**config.mk**
```make
export PLATFORM = sky130hd
export DESIGN_NAME = instr_fetch_unit
export DESIGN_NICKNAME = d
export VERILOG_FILES = /design/src/rtl/fetch_pkg.sv /design/src/rtl/fetch_timeout_ctr.sv /design/src/rtl/instr_fetch_unit.sv
export SDC_FILE = /design/constraint.sdc
export NUM_CORES = 1
export LEC_CHECK = 0
export BUFFER_PORTS_ARGS = -buffer_cell sky130_fd_sc_hd__buf_2
export CAP_MARGIN = 20
export CELL_PAD_IN_SITES_DETAIL_PLACEMENT = 2
export CELL_PAD_IN_SITES_GLOBAL_PLACEMENT = 2
export CORE_ASPECT_RATIO = 1.1
export CORE_MARGIN = 2
export CORE_UTILIZATION = 29
export CTS_BUF_LIST = sky130_fd_sc_hd__clkbuf_16
export CTS_CLUSTER_SIZE = 30
export DETAILED_ROUTE_END_ITERATION = 16
export GPL_ROUTABILITY_DRIVEN = 0
export HOLD_SLACK_MARGIN = 0.03
export PLACE_DENSITY = 0.94
export SYNTH_ARGS = -nofsm -noshare
export SYNTH_HDL_FRONTEND = slang
export SYNTH_SLANG_ARGS = --single-unit
```
**constraint.sdc**
```tcl
create_clock -name CLK -period 5.3 [get_ports CLK]
set_input_delay 0.795 -clock CLK [delete_from_list [all_inputs] [get_ports CLK]]
set_output_delay 0.795 -clock CLK [all_outputs]
set_load 0.005 [all_outputs]
```
**src/rtl/fetch_pkg.sv**
```systemverilog
// Shared definitions for the instruction fetch stage: state encodings,
// default widths, sequential PC increment and timeout counter width.
package fetch_pkg;

  localparam int DEF_ADDR_W  = 16;
  localparam int DEF_DATA_W  = 16;
  localparam int DEF_PC_INCR = 2;
  localparam int TMO_W       = 8;

  // Legacy-compatible state constants; FAULT is reachable only with FETCH_TIMEOUT_EN
  localparam logic [2:0] ST_IDLE  = 3'd0;
  localparam logic [2:0] ST_FETCH = 3'd1;
  localparam logic [2:0] ST_HOLD  = 3'd2;
  localparam logic [2:0] ST_DRAIN = 3'd3;
  localparam logic [2:0] ST_FAULT = 3'd4;

endpackage

```
**src/rtl/fetch_timeout_ctr.sv**
```systemverilog
// Counts consecutive FETCH cycles without ack; expired is high in the
// cycle whose edge would bring the count to LIMIT.
module fetch_timeout_ctr
  import fetch_pkg::*;
#(
  parameter int LIMIT = 255
) (
  input  logic CLK,
  input  logic Reset,
  input  logic clear,
  input  logic enable,
  output logic expired
);

  logic [TMO_W-1:0] count;

  always_ff @(posedge CLK) begin
    if (Reset || clear)
      count <= '0;
    else if (enable)
      count <= count + TMO_W'(1);
  end

  assign expired = enable && (count == TMO_W'(LIMIT - 1));

endmodule

```
**src/rtl/instr_fetch_unit.sv**
```systemverilog
// Fetch stage: req/ack read of instruction memory, instruction register with
// valid/ready handoff, and PC update generation. Optional: FETCH_TIMEOUT_EN.
module instr_fetch_unit
  import fetch_pkg::*;
#(
  parameter int ADDR_W         = DEF_ADDR_W,
  parameter int DATA_W         = DEF_DATA_W,
  parameter int PC_INCR        = DEF_PC_INCR,
  parameter int TIMEOUT_CYCLES = 255
) (
  input  logic              CLK,
  input  logic              Reset,
  input  logic [ADDR_W-1:0] pc_in,
  output logic              pc_write,
  output logic [ADDR_W-1:0] pc_next,
  input  logic              stall,
  input  logic              redirect,
  input  logic [ADDR_W-1:0] redirect_pc,
  output logic              imem_req,
  output logic [ADDR_W-1:0] imem_addr,
  input  logic              imem_ack,
  input  logic [DATA_W-1:0] imem_rdata,
  output logic [DATA_W-1:0] ir_out,
  output logic              ir_valid,
  input  logic              ir_ready,
  output logic [ADDR_W-1:0] ir_pc,
  output logic              fetch_fault
);

  logic [2:0]        state;
  logic [ADDR_W-1:0] fetch_pc;
  logic              timeout_hit;

`ifdef FETCH_TIMEOUT_EN
  logic fault_q;

  fetch_timeout_ctr #(.LIMIT(TIMEOUT_CYCLES)) u_timeout (
    .CLK     (CLK),
    .Reset   (Reset),
    .clear   (state != ST_FETCH),
    .enable  (state == ST_FETCH && !imem_ack && !redirect),
    .expired (timeout_hit)
  );

  assign fetch_fault = fault_q;
`else
  logic [TMO_W-1:0] timeout_unused;
  assign timeout_unused = TMO_W'(TIMEOUT_CYCLES);
  assign timeout_hit    = 1'b0;
  assign fetch_fault    = 1'b0;
`endif

  assign imem_req  = (state == ST_FETCH);
  assign imem_addr = fetch_pc;

  always_ff @(posedge CLK) begin
    if (Reset) begin
      state    <= ST_IDLE;
      fetch_pc <= '0;
      ir_out   <= '0;
      ir_valid <= 1'b0;
      ir_pc    <= '0;
      pc_write <= 1'b0;
      pc_next  <= '0;
`ifdef FETCH_TIMEOUT_EN
      fault_q  <= 1'b0;
`endif
    end else begin
      pc_write <= 1'b0;
      // A redirect squashes the held instruction; an outstanding read must still be drained
      if (redirect && state != ST_FAULT) begin
        pc_write <= 1'b1;
        pc_next  <= redirect_pc;
        ir_valid <= 1'b0;
        if ((state == ST_FETCH || state == ST_DRAIN) && !imem_ack)
          state <= ST_DRAIN;
        else
          state <= ST_IDLE;
      end else begin
        case (state)
          ST_IDLE: begin
            if (!stall) begin
              fetch_pc <= pc_in;
              state    <= ST_FETCH;
            end
          end
          ST_FETCH: begin
            if (imem_ack) begin
              ir_out   <= imem_rdata;
              ir_pc    <= fetch_pc;
              ir_valid <= 1'b1;
              pc_write <= 1'b1;
              pc_next  <= fetch_pc + ADDR_W'(PC_INCR);
              state    <= ST_HOLD;
            end else if (timeout_hit) begin
`ifdef FETCH_TIMEOUT_EN
              fault_q <= 1'b1;
`endif
              state   <= ST_FAULT;
            end
          end
          ST_HOLD: begin
            if (ir_ready) begin
              ir_valid <= 1'b0;
              if (!stall) begin
                fetch_pc <= pc_in;
                state    <= ST_FETCH;
              end else begin
                state <= ST_IDLE;
              end
            end
          end
          ST_DRAIN: begin
            if (imem_ack)
              state <= ST_IDLE;
          end
          default: ;
        endcase
      end
    end
  end

endmodule

```
==> implementation parameters, run 1 <==
Parameter                              Value

Status
  Outcome    finished clean

Worst setup path
  Worst Setup Start Kind    primary input
  Crit end category    register
  Arrival time of the worst setup path    2580 ps
  Slowest Stage Delay on Critical Path    850 ps
  Crit Path Max Fanout    41
  Data required time at the worst endpoint    5490 ps
  Chain of cells forming the critical path    buf_2 -> or3_1 -> mux2i_1 -> nor2_1
  Startpoint-to-endpoint class of the critical path    primary input to register
  Standard cell with the maximum stage delay on the critical path    sky130_fd_sc_hd__or3_1

Placement
  Post-detailed-placement cell area    3720 um2
  Count of port buffers added during placement    120
  Dpl hpwl    7870 um

Die
  Vertical die dimension    112 um
  Io pins    122
  # rows    39
  Core region area    10,300 um2
  Total Die Area    11,500 um2
  Horizontal die dimension    102 um
  Starting Density    0.297

Timing
  Ratio of final minimum period to clock period    0.452
  Tightest Pin Transition    969 ps
  Max Transition Viols Final    0
  Post-Route Skew    9.79 ps
  Final count of hold timing violations    0
  Max Clk Rate    0.417 GHz
  Relative slew slack    0.354
  Setup repair after global routing missed its margin    no
  Setup Viol. Count Final    0
  Tmin final    2400 ps
  Sum of negative setup slack    0 ps

Detailed routing
  Drc violations    0
  Router iterations before antenna repair    4
  Final wirelength    10,600 um
  Via count normalized by instance count    4.84
  Average wire per standard cell    17.3 um
  Initial detailed-routing violation count    103
  Via Count    2,974
  Count of nets left with antenna violations after detail routing    0

Clock tree
  Buffers from clock root to sink, at most    2
  CTS clock-pin slew for the worst setup and hold paths    50 ps
  Clk Latency, worst-skew pair    330 ps
  H-tree depth    3
  Post-CTS Hold Fix Bufs    0
  Number of buffers added for setup after CTS    0
  Post_cts resized    0
  Clk Tree Root Cell    sky130_fd_sc_hd__clkbuf_16
  Clock tree from TritonCTS    built
  Clock net sink count    68
  Number of buffers added by the clock tree synthesis step    9

Synth
  Synth top cells by count    sky130_fd_sc_hd__nand2_1, sky130_fd_sc_hd__dfxtp_1, sky130_fd_sc_hd__a21oi_1
  Count of flip-flops with a built-in enable after synthesis    0
  Synth area leaders    sky130_fd_sc_hd__dfxtp_1, sky130_fd_sc_hd__nand2_1, sky130_fd_sc_hd__a21oi_1
  Leading area contributor after synthesis    sky130_fd_sc_hd__dfxtp_1
  Net count of the mapped netlist    422
  Sequential fraction of the synthesis area    0.442
  Proportion of netlist area held by the largest area contributor    0.442
  Flip-flop and latch count after synthesis    68
  Most frequently used flop master after synthesis    sky130_fd_sc_hd__dfxtp_1
  Average size of a mapped cell    8.50 um2
  Synth async-reset ratio    0
  Number of unique standard cell types used by synthesis    45
  Most used standard cell by instance count after synthesis    sky130_fd_sc_hd__nand2_1
  Instance count of the mapped netlist    362
  Syn Std Cell Area    3080 um2
  Yosys warnings    0

Global route
  Maximum number of pins on one net before global-route repair    63
  Global-route usage over all layers    0.196
  Met2 demand-to-capacity share in global routing    0.351
  Vias in the first global route    3,368
  Number of antenna violations at the first check in global routing    0
  Global-route wire length before repair    17,400 um
  Met1 track demand over resource in global routing    0.219
  Met3 capacity usage during global routing    0.0560
  Most heavily used metal layer in global routing    met2
  Global-route congestion overflow total    0

Finish
  Fraction of final layout cells sized beyond drive strength 1    0.318
  Synthesis-to-layout area growth    29.0%
  Antenna Cells    0
  Fillers    1,195
  Multi-input combinational cell area    1540 um2
  Final Cell Area    3970 um2
  Register area    1360 um2
  Layout net count    528

Power and ir drop
  Maximum VDD drop    0.139 mV
  Total leakage power    0.00178 uW
  Cell area power density    319 nW/um2

Run
  Count of maximum capacitance violations    0

Worst hold path
  Path category of the worst min-delay check    register to register
==> routing by layer <==
metal	wire length (um)	share of wire
met3	496	0.047
met1	4240	0.40
met2	5580	0.53
met5	0	0
met4	297	0.028
==> cell usage in the layout (no fill, tap or decap), types with 8 or more instances in the layout <==
cell / synthesis / routed
sky130_fd_sc_hd__mux2i_1: 17 / 17
sky130_fd_sc_hd__clkbuf_16: 0 / 9
sky130_fd_sc_hd__xnor2_1: 8 / 8
sky130_fd_sc_hd__buf_2: 4 / 120
sky130_fd_sc_hd__nor3_1: 8 / 8
sky130_fd_sc_hd__dfxtp_1: 68 / 68
sky130_fd_sc_hd__nor2_1: 27 / 26
sky130_fd_sc_hd__inv_1: 7 / 9
sky130_fd_sc_hd__a21oi_1: 43 / 43
sky130_fd_sc_hd__nand2_1: 81 / 81
==> sequential cells by signal, indices dropped and copies added, names as in the netlist <==
name / flops
pc_write: 1
pc_next: 16
imem_addr: 16
state: 2
ir_valid: 1
ir_out: 16
ir_pc: 16
==> worst paths after layout <==
check / startpoint / slack, ps / cells past startpoint / to
worst max-delay path: redirect / 2900 / 4 / imem_addr[13]
worst min-delay path: ir_pc[11] / 450 / 2 / ir_pc[11]
worst max register to register: state[0] / 3060 / 6 / imem_addr[13]
worst min register to register: ir_pc[11] / 450 / 2 / ir_pc[11]
==> metrics by stage <==
step	total power [uW]	utilization	hold WS, ps	worst slack (ps)	std cells
global placement	745	0.360	440	2650	600
CTS	1290	0.384	459	2890	614
finish	1270	0.384	455	2900	614
floorplan	684	-	453	3450	362
detailed placement	759	0.360	451	2570	600
global route	1330	0.384	480	2720	614
==> layout make-up <==
class,count,area share
well taps,143,0.0451
repair buffers,122,0.155
flip-flops and latches,68,0.343
inverters,7,0.00662
clock buffers,9,0.0567
multi-input cells,260,0.387
clock inverters,5,0.00599
==> power by group <==
group	internal (uW)	switching [uW]	total, uW
Combinational	80.4	98.9	179
Sequential	537	29.2	566
Clock	305	217	522
Total	923	345	1270
==> worst max-delay path: cells and delay by family <==
family | cells | cell delay, ps
simple gates | 2 | 910
mux | 1 | 300
buf+inv | 1 | 550
==> cells by family (layout without fill, tap and decap cells) <==
family | count (synthesis) | after routing | synth area share
AND/OR/NAND/NOR | 152 | 152 | 0.234
AO/OA/AOI/OAI | 76 | 76 | 0.161
flip-flops | 68 | 68 | 0.442
buffers and inverters | 34 | 143 | 0.0586
multiplexers | 17 | 17 | 0.0553
XOR/XNOR | 8 | 8 | 0.0228
adder cells (fa/ha/maj) | 6 | 6 | 0.0244
other | 1 | 1 | 0.00122
Power figures use the tool's default switching activity.
==> run 2, diff against run 1 <==
- CORE_UTILIZATION: 29 -> 24
- PLACE_DENSITY: 0.94 -> 0.84
- clock period: 5.3 -> 2.1 ns (I/O delays scaled with it)
==> implementation parameters, run 2 (same netlist as run 1, synthesis figures left out) <==
Parameter                              Value

Worst setup path
  Startpoint-to-endpoint class of the critical path    register to register
  Standard cell with the maximum stage delay on the critical path    sky130_fd_sc_hd__or4_1
  Worst Setup Start Kind    register
  R2r endpoint    state[1]
  Data required time at the worst endpoint    2310 ps
  Launch point of the worst reg-to-reg path    state[1]
  Chain of cells forming the critical path    inv_1 -> ha_1 -> or4_1 -> nand4_1 -> o21bai_1 -> o221a_2
  Internal reg-to-reg setup slack    130 ps
  Crit Path Max Fanout    8
  Slowest Stage Delay on Critical Path    520 ps
  R2R depth    6
  Crit end category    register
  Arrival time of the worst setup path    2180 ps

Timing
  Post-Route Skew    7.20 ps
  Sum of negative setup slack    0 ps
  Tmin final    1970 ps
  Tightest Pin Transition    783 ps
  Ratio of final minimum period to clock period    0.939
  Max Transition Viols Final    0
  Relative slew slack    0.478
  Setup repair after global routing missed its margin    no
  Max Clk Rate    0.507 GHz
  Post-route worst setup slack    127 ps
  Final count of hold timing violations    0
  Setup Viol. Count Final    0

Die
  # rows    43
  Core region area    12,600 um2
  Horizontal die dimension    112 um
  Io pins    122
  Starting Density    0.244
  Total Die Area    13,700 um2
  Vertical die dimension    123 um

Worst hold path
  Capture endpoint of the worst hold path    ir_out[10]
  Hold Path Cell Cnt    3
  Path category of the worst min-delay check    primary input to register
  Hold path start    imem_rdata[10]

Finish
  Fillers    1,475
  Commonest non-fill, non-tap cell in the layout    sky130_fd_sc_hd__buf_2
  Synthesis-to-layout area growth    34.9%
  Antenna Cells    0
  Fraction of final layout cells sized beyond drive strength 1    0.341
  Layout net count    539
  Top library cells by usage in the layout, fill and taps aside    sky130_fd_sc_hd__buf_2, sky130_fd_sc_hd__nand2_1, sky130_fd_sc_hd__dfxtp_1

Clock tree
  CTS clock-pin slew for the worst setup and hold paths    60 ps
  Clock tree from TritonCTS    built
  Clk Latency, worst-skew pair    330 ps
  H-tree depth    3
  Number of buffers added by the clock tree synthesis step    9
  Post-CTS Hold Fix Bufs    0
  Buffers from clock root to sink, at most    2
  Clk Tree Root Cell    sky130_fd_sc_hd__clkbuf_16
  Clock net sink count    68

Detailed routing
  Average wire per standard cell    17.8 um
  Final wirelength    11,400 um
  Drc violations    0
  Via Count    3,062
  Count of nets left with antenna violations after detail routing    0
  Initial detailed-routing violation count    81
  Via count normalized by instance count    4.78
  Router iterations before antenna repair    4

Placement
  Dpl hpwl    8340 um
  Count of port buffers added during placement    120
  Placement-stage worst setup slack    136 ps

Run
  Count of maximum capacitance violations    0

Power and ir drop
  Total leakage power    0.00187 uW
  Maximum VDD drop    0.360 mV
  Total design power    3540 uW
  Cell area power density    852 nW/um2

Global route
  Number of antenna violations at the first check in global routing    1
  Global-route usage over all layers    0.164
  Global-route wire length before repair    17,400 um
  Global-route congestion overflow total    0
  Maximum number of pins on one net before global-route repair    36
  Vias in the first global route    3,309

Status
  Outcome    finished clean
## run 2: repair_timing
action / 4_1_cts / 5_1_grt
setup buffers: 0 / 0
gates resized for setup: 0 / 1
setup endpoints to repair: 0 / 1
## run 2: worst max-delay path by stage
stage | start | endpoint | slack [ps] | cells past startpoint
final | state[1] | state[1] | 130 | 6
after global routing | state[1] | state[1] | 5 | 6
after CTS | state[0] | state[1] | 110 | 6
after detailed placement | state[0] | state[0] | 140 | 6
after global placement | state[0] | state[0] | 310 | 6
after floorplan | state[0] | state[0] | 360 | 6
## run 2: metal layers
layer,vias to the layer above,global-route usage,wire (um)
met5,-,0,0
met4,0,0.0595,174
met3,10,0.0380,521
met2,74,0.309,6210
met1,1518,0.181,4530
li1,1460,-,-
## run 2: report_power, final
| part | total (uW) | leakage (uW) | internal [uW] | switching, uW |
|---|---|---|---|---|
| Sequential | 1420 | 0.000554 | 1360 | 64.6 |
| Clock | 1620 | 0.000154 | 1040 | 583 |
| Combinational | 496 | 0.00116 | 221 | 276 |
## run 2: area by class of cell
class / count / area [um2] / area share
clock buffer: 9 / 225 / 0.0542
inverter: 7 / 26.3 / 0.00633
sequential: 68 / 1360 / 0.328
tap: 157 / 196 / 0.0473
clock inverter: 7 / 92.6 / 0.0223
multi-input combinational: 260 / 1540 / 0.370
timing repair buffer: 133 / 711 / 0.171
## run 2: critical path, delay by kind of cell, from the launching register on
kind / cells / cell delay [ps]
flip-flops: 1 / 390
buffers and inverters: 1 / 110
AND/OR/NAND/NOR: 2 / 660
AO/OA/AOI/OAI: 2 / 390
adder cells (fa/ha/maj): 1 / 310
## run 2: per-stage QoR
| stage | util | hold WS [ps] | std cells | instance area (um2) |
|---|---|---|---|---|
| 2_1_floorplan | - | 451 | 362 | 3080 |
| 3_3_place_gp | 0.304 | 441 | 625 | 3830 |
| 3_5_place_dp | 0.304 | 445 | 625 | 3830 |
| 4_1_cts | 0.330 | 215 | 641 | 4150 |
| 5_1_grt | 0.330 | 221 | 641 | 4150 |
| 6_report | 0.330 | 222 | 641 | 4150 |
